### src/rtl/record_access_scheduler_pkg.sv
// Shared types for the play-record access scheduler: record layout, storage depth
// default, FSM state encoding and grant owner.
package record_access_scheduler_pkg;

  localparam int PLAY_RECS_MAX = 8;

  typedef struct packed {
    logic [15:0] score;
    logic [7:0]  level;
    logic [7:0]  lines;
  } play_record_t;

  typedef enum logic [2:0] {
    ST_IDLE,
    ST_WRITE,
    ST_RD_ISSUE,
    ST_RD_WAIT,
    ST_RESP
  } state_t;

  typedef enum logic {
    GRANT_W,
    GRANT_R
  } grant_t;

endpackage

### src/rtl/rec_ring_addr.sv
// Maps (head, logical index) to a physical ring id in 1..cap. A negative index
// walks forward, so index = -1 yields the next write slot.
module rec_ring_addr (
  input  logic [7:0]        head,
  input  logic signed [8:0] index,
  input  logic [7:0]        cap,
  output logic [7:0]        phys
);

  logic signed [10:0] raw;
  logic signed [10:0] wrapped;
  logic signed [10:0] cap_s;

  always_comb begin
    cap_s   = $signed({3'b000, cap});
    raw     = $signed({3'b000, head}) - $signed({{2{index[8]}}, index});
    wrapped = raw;
    // Id 0 is reserved for "no operation", so the valid window is 1..cap.
    if (raw < 11'sd1) begin
      wrapped = raw + cap_s;
    end else if (raw > cap_s) begin
      wrapped = raw - cap_s;
    end
    phys = 8'(wrapped);
  end

endmodule

### src/rtl/record_access_scheduler.sv
// Arbitrates a writer (append newest record) and a reader (fetch n-th newest)
// onto a ring-buffered record storage with a one-cycle registered read port.
module record_access_scheduler
  import record_access_scheduler_pkg::*;
#(
  parameter int RECS_MAX    = PLAY_RECS_MAX,
  parameter int PRELOAD_CNT = 3
) (
  input  logic         clk,
  input  logic         sys_rst,
  input  logic         wr_req,
  input  play_record_t wr_data,
  output logic         wr_ack,
  input  logic         rd_req,
  input  logic [7:0]   rd_index,
  output logic         rd_ack,
  output logic         rd_hit,
  output play_record_t rd_data,
  output logic [7:0]   rec_count,
  output logic         busy,
  output logic [7:0]   mem_read_id,
  output logic [7:0]   mem_write_id,
  output play_record_t mem_new_data,
  input  play_record_t mem_rd_data,
  output state_t       dbg_state
);

  localparam logic [7:0] CAP     = 8'(RECS_MAX - 1);
  localparam logic [7:0] PRELOAD = 8'(PRELOAD_CNT);

  // Handshake: a requester raises req with stable data and holds it until its
  // one-cycle ack; it drops req in the following cycle. A req seen high in IDLE
  // is always treated as a fresh request.

  state_t       state;
  grant_t       last_grant;
  logic [7:0]   head;
  logic [7:0]   count;
  logic [7:0]   phys;
  play_record_t lat_data;
  logic [7:0]   rd_phys;
  logic [7:0]   next_wr_id;
  logic         grant_w;

  rec_ring_addr u_rd_addr (
    .head  (head),
    .index ({1'b0, rd_index}),
    .cap   (CAP),
    .phys  (rd_phys)
  );

  rec_ring_addr u_wr_addr (
    .head  (head),
    .index (9'h1FF),
    .cap   (CAP),
    .phys  (next_wr_id)
  );

  // Round-robin only matters when both ask at once.
  assign grant_w = wr_req && (!rd_req || (last_grant == GRANT_R));

  always_ff @(posedge clk) begin
    if (sys_rst) begin
      state      <= ST_IDLE;
      last_grant <= GRANT_R;
      head       <= PRELOAD;
      count      <= PRELOAD;
      phys       <= '0;
      lat_data   <= '0;
      wr_ack     <= 1'b0;
      rd_ack     <= 1'b0;
      rd_hit     <= 1'b0;
      rd_data    <= '0;
    end else begin
      case (state)
        ST_IDLE: begin
          if (grant_w) begin
            last_grant <= GRANT_W;
            lat_data   <= wr_data;
            wr_ack     <= 1'b1;
            state      <= ST_WRITE;
          end else if (rd_req) begin
            last_grant <= GRANT_R;
            if (rd_index >= count) begin
              rd_hit  <= 1'b0;
              rd_data <= '0;
              rd_ack  <= 1'b1;
              state   <= ST_RESP;
            end else begin
              phys  <= rd_phys;
              state <= ST_RD_ISSUE;
            end
          end
        end
        ST_WRITE: begin
          head   <= next_wr_id;
          count  <= (count >= CAP) ? CAP : count + 8'd1;
          wr_ack <= 1'b0;
          state  <= ST_IDLE;
        end
        ST_RD_ISSUE: begin
          state <= ST_RD_WAIT;
        end
        ST_RD_WAIT: begin
          rd_data <= mem_rd_data;
          rd_hit  <= 1'b1;
          rd_ack  <= 1'b1;
          state   <= ST_RESP;
        end
        ST_RESP: begin
          rd_ack <= 1'b0;
          state  <= ST_IDLE;
        end
        default: begin
          state <= ST_IDLE;
        end
      endcase
    end
  end

  // head is stable throughout WRITE, so the decoded write id matches the slot committed.
  assign mem_write_id = (state == ST_WRITE)    ? next_wr_id : 8'd0;
  assign mem_read_id  = (state == ST_RD_ISSUE) ? phys       : 8'd0;
  assign mem_new_data = lat_data;
  assign rec_count    = count;
  assign busy         = (state != ST_IDLE);
  assign dbg_state    = state;

endmodule
### config.mk
export PLATFORM = sky130hd
export DESIGN_NAME = record_access_scheduler
export DESIGN_NICKNAME = d
export VERILOG_FILES = /design/src/rtl/record_access_scheduler_pkg.sv /design/src/rtl/rec_ring_addr.sv /design/src/rtl/record_access_scheduler.sv
export SDC_FILE = /design/constraint.sdc
export NUM_CORES = 1
export LEC_CHECK = 0
export ABC_AREA = 1
export CORE_AREA = 2 2 82 162
export CTS_CLUSTER_DIAMETER = 40
export DETAILED_ROUTE_END_ITERATION = 7
export DIE_AREA = 0 0 84 164
export GPL_TIMING_DRIVEN = 0
export PLACE_DENSITY = 0.81
export REMOVE_ABC_BUFFERS = 1
export SETUP_SLACK_MARGIN = 0.5
export SLEW_MARGIN = 15
export SYNTH_ARGS = -nofsm -noshare
export SYNTH_HDL_FRONTEND = slang
export SYNTH_HIERARCHICAL = 1
export SYNTH_SLANG_ARGS = --single-unit
### constraint.sdc
create_clock -name clk -period 6.9 [get_ports clk]
set_input_delay 1.38 -clock clk [delete_from_list [all_inputs] [get_ports clk]]
set_output_delay 1.38 -clock clk [all_outputs]
set_load 0.1 [all_outputs]
## After elaboration in Yosys (flattened, before gate mapping)

Cells that the tools add are included.

| operators by class | value |
|---|---|
| add/subtract/negate cells | 7 |
| $lt $le $gt $ge | 6 |
| equal/unequal tests | 9 |
| mux-type cells | 27 |
| bitwise logic cells | 2 |
| reduce and logical (&&, ||, !) cells | 15 |

Operator list:

| kind | count |
|---|---|
| 32-bit two-way mux | 3 |
| 32-bit one-hot mux with 2 select lines | 1 |
| 8-bit two-way mux | 7 |
| 8-bit by 4-bit adder with 8-bit output, second input constant | 2 |
| 8-bit by 4-bit subtractor with 8-bit output, second input constant | 2 |
| 4-bit AND reduction | 3 |
| 10-bit by 4-bit > comparator with 1-bit output, second input constant | 1 |
| 10-bit by 2-bit < comparator with 1-bit output, second input constant | 1 |
| 9-bit by 1-bit subtractor with 10-bit output, second input constant | 1 |
| 9-bit by 4-bit > comparator with 1-bit output, second input constant | 1 |
| 9-bit by 2-bit < comparator with 1-bit output, second input constant | 1 |
| 1-bit two-way mux | 9 |
| 3-bit two-way mux | 3 |
| 3-bit one-hot mux with 3 select lines | 1 |
| 8-bit by 8-bit subtractor with 9-bit output | 1 |
| 8-bit by 1-bit adder with 8-bit output, second input constant | 1 |
| 8-bit by 3-bit >= comparator with 1-bit output, second input constant | 1 |
| 8-bit >= comparator | 1 |
| 2-bit inequality test, second input constant | 4 |
| 3-bit by 2-bit equality test with 1-bit output, second input constant | 2 |
| 2-bit AND reduction | 3 |
| 2-bit nonzero test | 3 |
| 3-bit nonzero test | 2 |
| 1-bit one-hot mux with 2 select lines | 2 |
| other kinds (9) | 10 |

| word-level totals | value |
|---|---|
| register bits after elaboration | 95 |
| input port bits | 76 |
| output and inout port bits | 95 |

## Longest topological paths before layout

Gate-level depths: netlist of the first run.

| depth | value |
|---|---|
| word-level depth | 5 |
| gate-level depth with buffers | 25 |

## Modules after synthesis

Netlist of the first run, hierarchy kept.

By module, submodules not included:

| module | times used | cells an instance | area an instance (um^2) |
|---|---|---|---|
| record_access_scheduler | 1 | 476 | 3,663.5 |
| rec_ring_addr at u_rd_addr | 1 | 260 | 1,505.2 |
| rec_ring_addr at u_wr_addr | 1 | 252 | 1,446.4 |

## Least setup slack after synthesis of the first run

OpenSTA, ideal clock, no wires.

| path | value |
|---|---|
| path kind | flip-flop to output port |
| from | register head[0] |
| to | output port mem_write_id[7] |
| arrival | 3,900 ps |
| setup slack | 1,620 ps |
| stages on the path, launching flop included | 22 |
| path buffers | 1 |
| cells stage by stage | dfxtp_1 inv_1 ha_1 inv_1 fa_1 xor2_1 ha_1 buf_2 a21oi_1 o21ai_0 nand3_1 nand2_1 nand2_1 nor2_1 nor2_2 nor2_4 nand2_1 nand2_1 nand2_1 nand2_1 inv_1 nor2_1 |

| between the ends | value |
|---|---|
| cells in the longest elaborated chain, start to end | 5 |
| elaborated cells on any way between the ends | 8 |

Ends and longest elaborated chain:

| element | line | text |
|---|---|---|
| start: declaration | record_access_scheduler.sv:37 | `logic [7:0] head;` |
| start signal: assignment | record_access_scheduler.sv:96 | `head <= next_wr_id;` |
| 9-bit by 1-bit subtractor with 10-bit output * | rec_ring_addr.sv:16 | `raw = $signed({3'b000, head}) - $signed({{2{index[8]}}, index});` |
| 8-bit by 4-bit subtractor with 8-bit output or 10-bit by 4-bit > comparator with 1-bit output (tied branches) | rec_ring_addr.sv:22, rec_ring_addr.sv:21 |  |
| 8-bit two-way mux | rec_ring_addr.sv:21 | `end else if (raw > cap_s) begin` |
| 8-bit two-way mux * | rec_ring_addr.sv:19 | `if (raw < 11'sd1) begin` |
| named net next_wr_id[7] | record_access_scheduler.sv:42 | `logic [7:0] next_wr_id;` |
| 8-bit two-way mux * | record_access_scheduler.sv:122 | `assign mem_write_id = (state == ST_WRITE) ? next_wr_id : 8'd0;` |
| end: declaration | record_access_scheduler.sv:22 | `output logic [7:0] mem_write_id,` |

The timed path passes the listed nets; every way through them passes the cells marked *.

## Final worst setup path of the first run

| path | value |
|---|---|
| from | register head[0] |
| to | output port mem_write_id[0] |

Same word-level chain as after synthesis.

==> out/qor.yml, run 1 <==
status:
  outcome: "completed"
cells_and_area:
  layout_common_cells: "nand2_1 (220), clkdlybuf4s50_1 (168), inv_1 (140)"
  antenna_cells: 0
  synthToLayoutAreaGrowth_pct: 34.0
  drive_above_1_share: 0.0624
  final_common_cell: "nand2_1"
  finalNetCount: 1336
timing:
  final_hold_viol_count: 0
  rsz0062_at_grt: "no"
  skew_ps: 11.2
  finalMaxSlewViolations: 0
  tns_ps: 0
  maxSlewHeadroom: 0.282
  max_freq_mhz: 164
  fin_crit_ps: 6090
  setup_viol: 0
  post-route-period-util: 0.883
  worst_slew_pin_slew_ps: 1070
  setup_ws_ps: 810
  hold_ws_ps: 450
grt:
  globalRouteOverflowTotal: 0
  grt_pass1_wl_mm: 29.8
  antenna_found_initial: 0
  grt_max_degree: 56
  grt_usage: 0.263
  grt_pass1_vias: 6599
placement:
  dp_slack_ps: 1190
  port_buffers: 170
  dp_hpwl_mm: 14.3
  gp_congestion: 0.932
worst_setup_path:
  cp.depth: 19
  worstPathMaxFanout: 8
  crit_family: "buffers and inverters"
  cp.arrival_ps: 4710
  end_kind: "primary output"
  slowest_delay_ps: 1130
  critPathKind: "flip-flop to primary output"
  r2r_cells: 19
  cp_cell_sequence: "inv_1 > ha_1 > inv_1 > fa_1 > xor2_1 > ha_1 > a21oi_1 > o21ai_0 > nand3_1 > nand2_1 > nand2_1 > nor2_1 > nor2_2 > nor2_4 > nor2_1 > o21ai_1 > nand2_1 > inv_1 > clkdlybuf4s50_1"
  cp-start-kind: "flip-flop"
  path_buf_inv: 4
  slowest_stage: "clkdlybuf4s50_1"
  cp.required_ps: 5520
synth:
  yosys.area_share.simple: 0.314
  synth-compound-area-share: 0.131
  synth_top_family_by_area: "simple AND/OR/NAND/NOR gates"
  synth_top_area_cell: "dfxtp_1"
  seq_area_frac_synth: 0.287
  synth_warnings: 6
  synth_enable_flop_cells: 0
  synth_cell_types: 51
  synthAdderAreaFrac: 0.126
  synth_flop_cell: "dfxtp_1"
  synth_seq_cells: 95
  synth_xor_area_frac: 0.0342
  avgSynthCellArea_sq_um: 6.70
  syn_area_sq_um: 6620
  synth.area.mux_share: 0
  synth-async-reset-ratio: 0
  yosysTopAreaCellShare: 0.287
  syn_inst: 988
  synth.area.top_cells: "dfxtp_1 (29%), nand2_1 (12%), ha_1 (11%)"
die:
  core-area_sq_um: 12600
  start_util: 0.527
  dieArea_sq_um: 13800
  die_w_um: 84
  die_h_um: 164
  io_pins: 171
  placementRows: 58
route:
  drt_wl_total_mm: 18.3
  drtPass1Iterations: 5
  drc: 0
  dr.first_iter.drc_count: 296
  via_per_inst: 4.99
  wl_per_cell_um: 13.5
  num_vias: 6746
  ant_nets: 0
power:
  leakage_nw: 4.21
  powerDensity_nw_per_um2: 274
  ir_drop_uv: 256
  finalPower_w: 0.00243
clocking:
  clk_pin_slew_ps: 70
  cts_tree: "built"
  cts_max_level: 3
  numCtsBuffers: 9
  cts_sinks: 95
  clk_latency_ps: 340
  post_cts_resized: 0
  cts_hold_buf: 0
  cts_setup_buffers: 0
  cts_root_buf: "clkbuf_16"
  cts_buffer_depth: 2
worst_hold_path:
  hold_depth: 2
  hold_class: "flip-flop to flip-flop"
flow_run:
  cap_violations: 0
-- area by class of cell --
cell class,instances,area [sq um]
Clock inverter,5,41.3
Timing Repair Buffer,171,1710
Multi-Input combinational cell,767,4210
Inverter,153,578
Fill cell,1105,3690
Sequential cell,95,1900
Clock buffer,10,239
Tap cell,150,188
-- metrics by stage --
step	utilization	instances	area (sq um)
after floorplan	-	1015	6680
after global placement	0.683	1335	8570
after detailed placement	0.683	1335	8570
after CTS	0.705	1350	8850
after global routing	0.706	1351	8870
final	0.706	1351	8870
-- final timing paths --
| check | startpoint | to | slack (ps) |
|---|---|---|---|
| setup / recovery | head[0] | mem_write_id[0] | 810 |
| hold reg to reg | rd_ack | rd_ack | 450 |
| hold / removal | rd_ack | rd_ack | 450 |
| setup reg to reg | head[0] | head[0] | 3520 |
-- metal layers --
layer	global-route usage	routed length, um	vias to the layer above
met5	0	0	-
met4	0.102	582	0
met3	0.0357	618	41
met2	0.520	10200	171
met1	0.274	6830	3034
li1	-	-	3500
-- cells by family (layout without fill, tap and decap cells) --
logic type	count (synthesis)	count (layout)
adder cells (fa/ha/maj)	63	63
other	2	54
XOR/XNOR	25	25
AND/OR/NAND/NOR	472	472
buffers and inverters	178	339
flip-flops	95	95
AO/OA/AOI/OAI	153	153
-- worst min-delay path, stage by stage (launching register included) --
cell     delay [ps]
dfxtp_1         310
inv_1            50
a21oi_1          50
-- sequential cells by signal, indices dropped and copies added (netlist names) --
name	cells
mem_new_data	32
rd_data	32
head	8
phys	8
rec_count	8
dbg_state	3
last_grant	1
rd_ack	1
rd_hit	1
wr_ack	1
-- cells in the mapped netlist, types with 5 or more instances --
library cell and n:
a21oi_1 69, a21oi_2 5, buf_2 7, clkbuf_1 14, dfxtp_1 95, fa_1 6
ha_1 57, inv_1 140, inv_2 11, nand2_1 220, nand2_2 11, nand2_4 5
nand3_1 76, nand4_1 12, nor2_1 120, nor2_2 6, nor3_1 5, o21ai_0 54
o21ai_1 5, xor2_1 20
-- where the power goes --
| part | switching, W | internal (W) |
|---|---|---|
| Clock | 0.000218 | 0.000256 |
| Combinational | 0.000912 | 0.000415 |
| Sequential | 0.0000327 | 0.000597 |
Power figures use the tool's default switching activity.
==> run 2, diff against run 1 <==
--- a/config.mk
+++ b/config.mk
@@ -13,2 +13,3 @@
 export GPL_TIMING_DRIVEN = 0
+export MAX_ROUTING_LAYER = met4
 export PLACE_DENSITY = 0.81
--- a/constraint.sdc
+++ b/constraint.sdc
@@ -3,2 +3,2 @@
 set_output_delay 1.38 -clock clk [all_outputs]
-set_load 0.1 [all_outputs]
+set_load 0.02 [all_outputs]
==> run 2 against run 1 <==
Effect of this change: critical path type unchanged; flip-flop and latch count stayed put; largest cell class unchanged; power is 9.9% lower; critical endpoint is now mem_write_id[7]; non-clock buffer count stayed put.
==> out/qor.yml, run 2 (synthesis results as in run 1) <==
die:
  dieArea_sq_um: 13800
  placementRows: 58
  start_util: 0.527
  die_h_um: 164
  die_w_um: 84
  io_pins: 171
  core-area_sq_um: 12600
grt:
  grt_pass1_wl_mm: 29.9
  grt_usage: 0.273
  antenna_found_initial: 0
  grt_max_degree: 56
  globalRouteOverflowTotal: 0
  grt_pass1_vias: 6583
placement:
  dp_hpwl_mm: 14.3
  postPlaceCellArea_sq_um: 8570
  port_buffers: 170
  dp_slack_ps: 1740
  gp_congestion: 0.943
cells_and_area:
  nFillCells: 1107
  antenna_cells: 0
  drive_above_1_share: 0.0616
  fin_util: 0.708
  final_common_cell: "nand2_1"
  finalNetCount: 1336
  finalInstanceArea_sq_um: 8890
  multi_input_area_sq_um: 4210
  seqCellArea_sq_um: 1900
  layout_common_cells: "nand2_1 (220), clkdlybuf4s50_1 (169), inv_1 (140)"
  synthToLayoutAreaGrowth_pct: 34.4
timing:
  setup_ws_ps: 1360
  worst_slew_pin_slew_ps: 759
  final_hold_viol_count: 0
  skew_ps: 14.4
  maxSlewHeadroom: 0.494
  post-route-period-util: 0.803
  fin_crit_ps: 5540
  setup_viol: 0
  max_freq_mhz: 180
  tns_ps: 0
  finalMaxSlewViolations: 0
  rsz0062_at_grt: "no"
worst_hold_path:
  hold_class: "flip-flop to flip-flop"
power:
  ir_drop_uv: 173
  leakage_nw: 4.21
  powerDensity_nw_per_um2: 246
worst_setup_path:
  path_common_cell: "nand2_1"
  cp.required_ps: 5520
  worstPathMaxFanout: 8
  slowest_delay_ps: 620
  cp-start-kind: "flip-flop"
  end_kind: "primary output"
  critPathKind: "flip-flop to primary output"
  cp.arrival_ps: 4160
  cp_cell_sequence: "inv_1 > ha_1 > inv_1 > fa_1 > xor2_1 > ha_1 > a21oi_1 > o21ai_0 > nand3_1 > nand2_1 > nand2_1 > nor2_1 > nor2_2 > nor2_4 > nand2_1 > nand2_1 > nand2_1 > nand2_1 > inv_1 > nor2_1 > clkdlybuf4s50_1"
  slowest_stage: "clkdlybuf4s50_1"
  crit_family: "simple AND/OR/NAND/NOR gates"
  path_buf_inv: 4
clocking:
  cts_root_buf: "clkbuf_16"
  cts_buffer_depth: 2
  clk_latency_ps: 340
  cts_setup_buffers: 0
  cts_max_level: 3
  numCtsBuffers: 9
  cts_hold_buf: 0
  cts_tree: "built"
  post_cts_resized: 0
  cts_sinks: 95
  clk_pin_slew_ps: 70
route:
  dr.first_iter.drc_count: 239
  ant_nets: 0
  drt_wl_total_mm: 18.4
  wl_per_cell_um: 13.6
  drc: 0
  num_vias: 6731
  via_per_inst: 4.98
  drtPass1Iterations: 4
flow_run:
  cap_violations: 0
status:
  outcome: "completed"
## run 2: area by class of cell
| cell class | instances | area share |
|---|---|---|
| Inverter | 153 | 0.0650 |
| Timing Repair Buffer | 171 | 0.194 |
| Multi-Input combinational cell | 767 | 0.473 |
| Tap cell | 150 | 0.0211 |
| Clock buffer | 11 | 0.0262 |
| Clock inverter | 5 | 0.00718 |
| Sequential cell | 95 | 0.214 |
## run 2: power breakdown
part | internal (W) | switching (W)
clock | 0.000286 | 0.000220
combinational | 0.000416 | 0.000639
sequential | 0.000597 | 0.0000327
total | 0.00130 | 0.000891
## run 2: routing by layer
metal / vias to the layer above / global-route usage / part of all wire
met4: 0 / 0.125 / 0.035
li1: 3493 / - / -
met2: 159 / 0.524 / 0.56
met5: - / - / 0
met1: 3039 / 0.269 / 0.37
met3: 40 / 0.0317 / 0.036
## run 2: worst min-delay path, cell delays in order, from the launching register on
cell	delay, ps
dfxtp_1	300
inv_1	60
a21oi_1	50
## run 2: path summary, 6_finish.rpt
check | to | start | depth (start not counted) | slack [ps]
setup / recovery | mem_write_id[7] | head[0] | 21 | 1360
hold / removal | phys[4] | phys[4] | 2 | 460
setup reg to reg | head[1] | head[0] | 19 | 3550
hold reg to reg | phys[4] | phys[4] | 2 | 460
## run 2: stage by stage
step,std cells,total power (W),hold WS [ps]
after global placement,1335,0.00166,433
after detailed placement,1335,0.00168,442
after CTS,1351,0.00219,457
after floorplan,1015,0.00138,432
final,1352,0.00219,455
after global routing,1352,0.00236,475
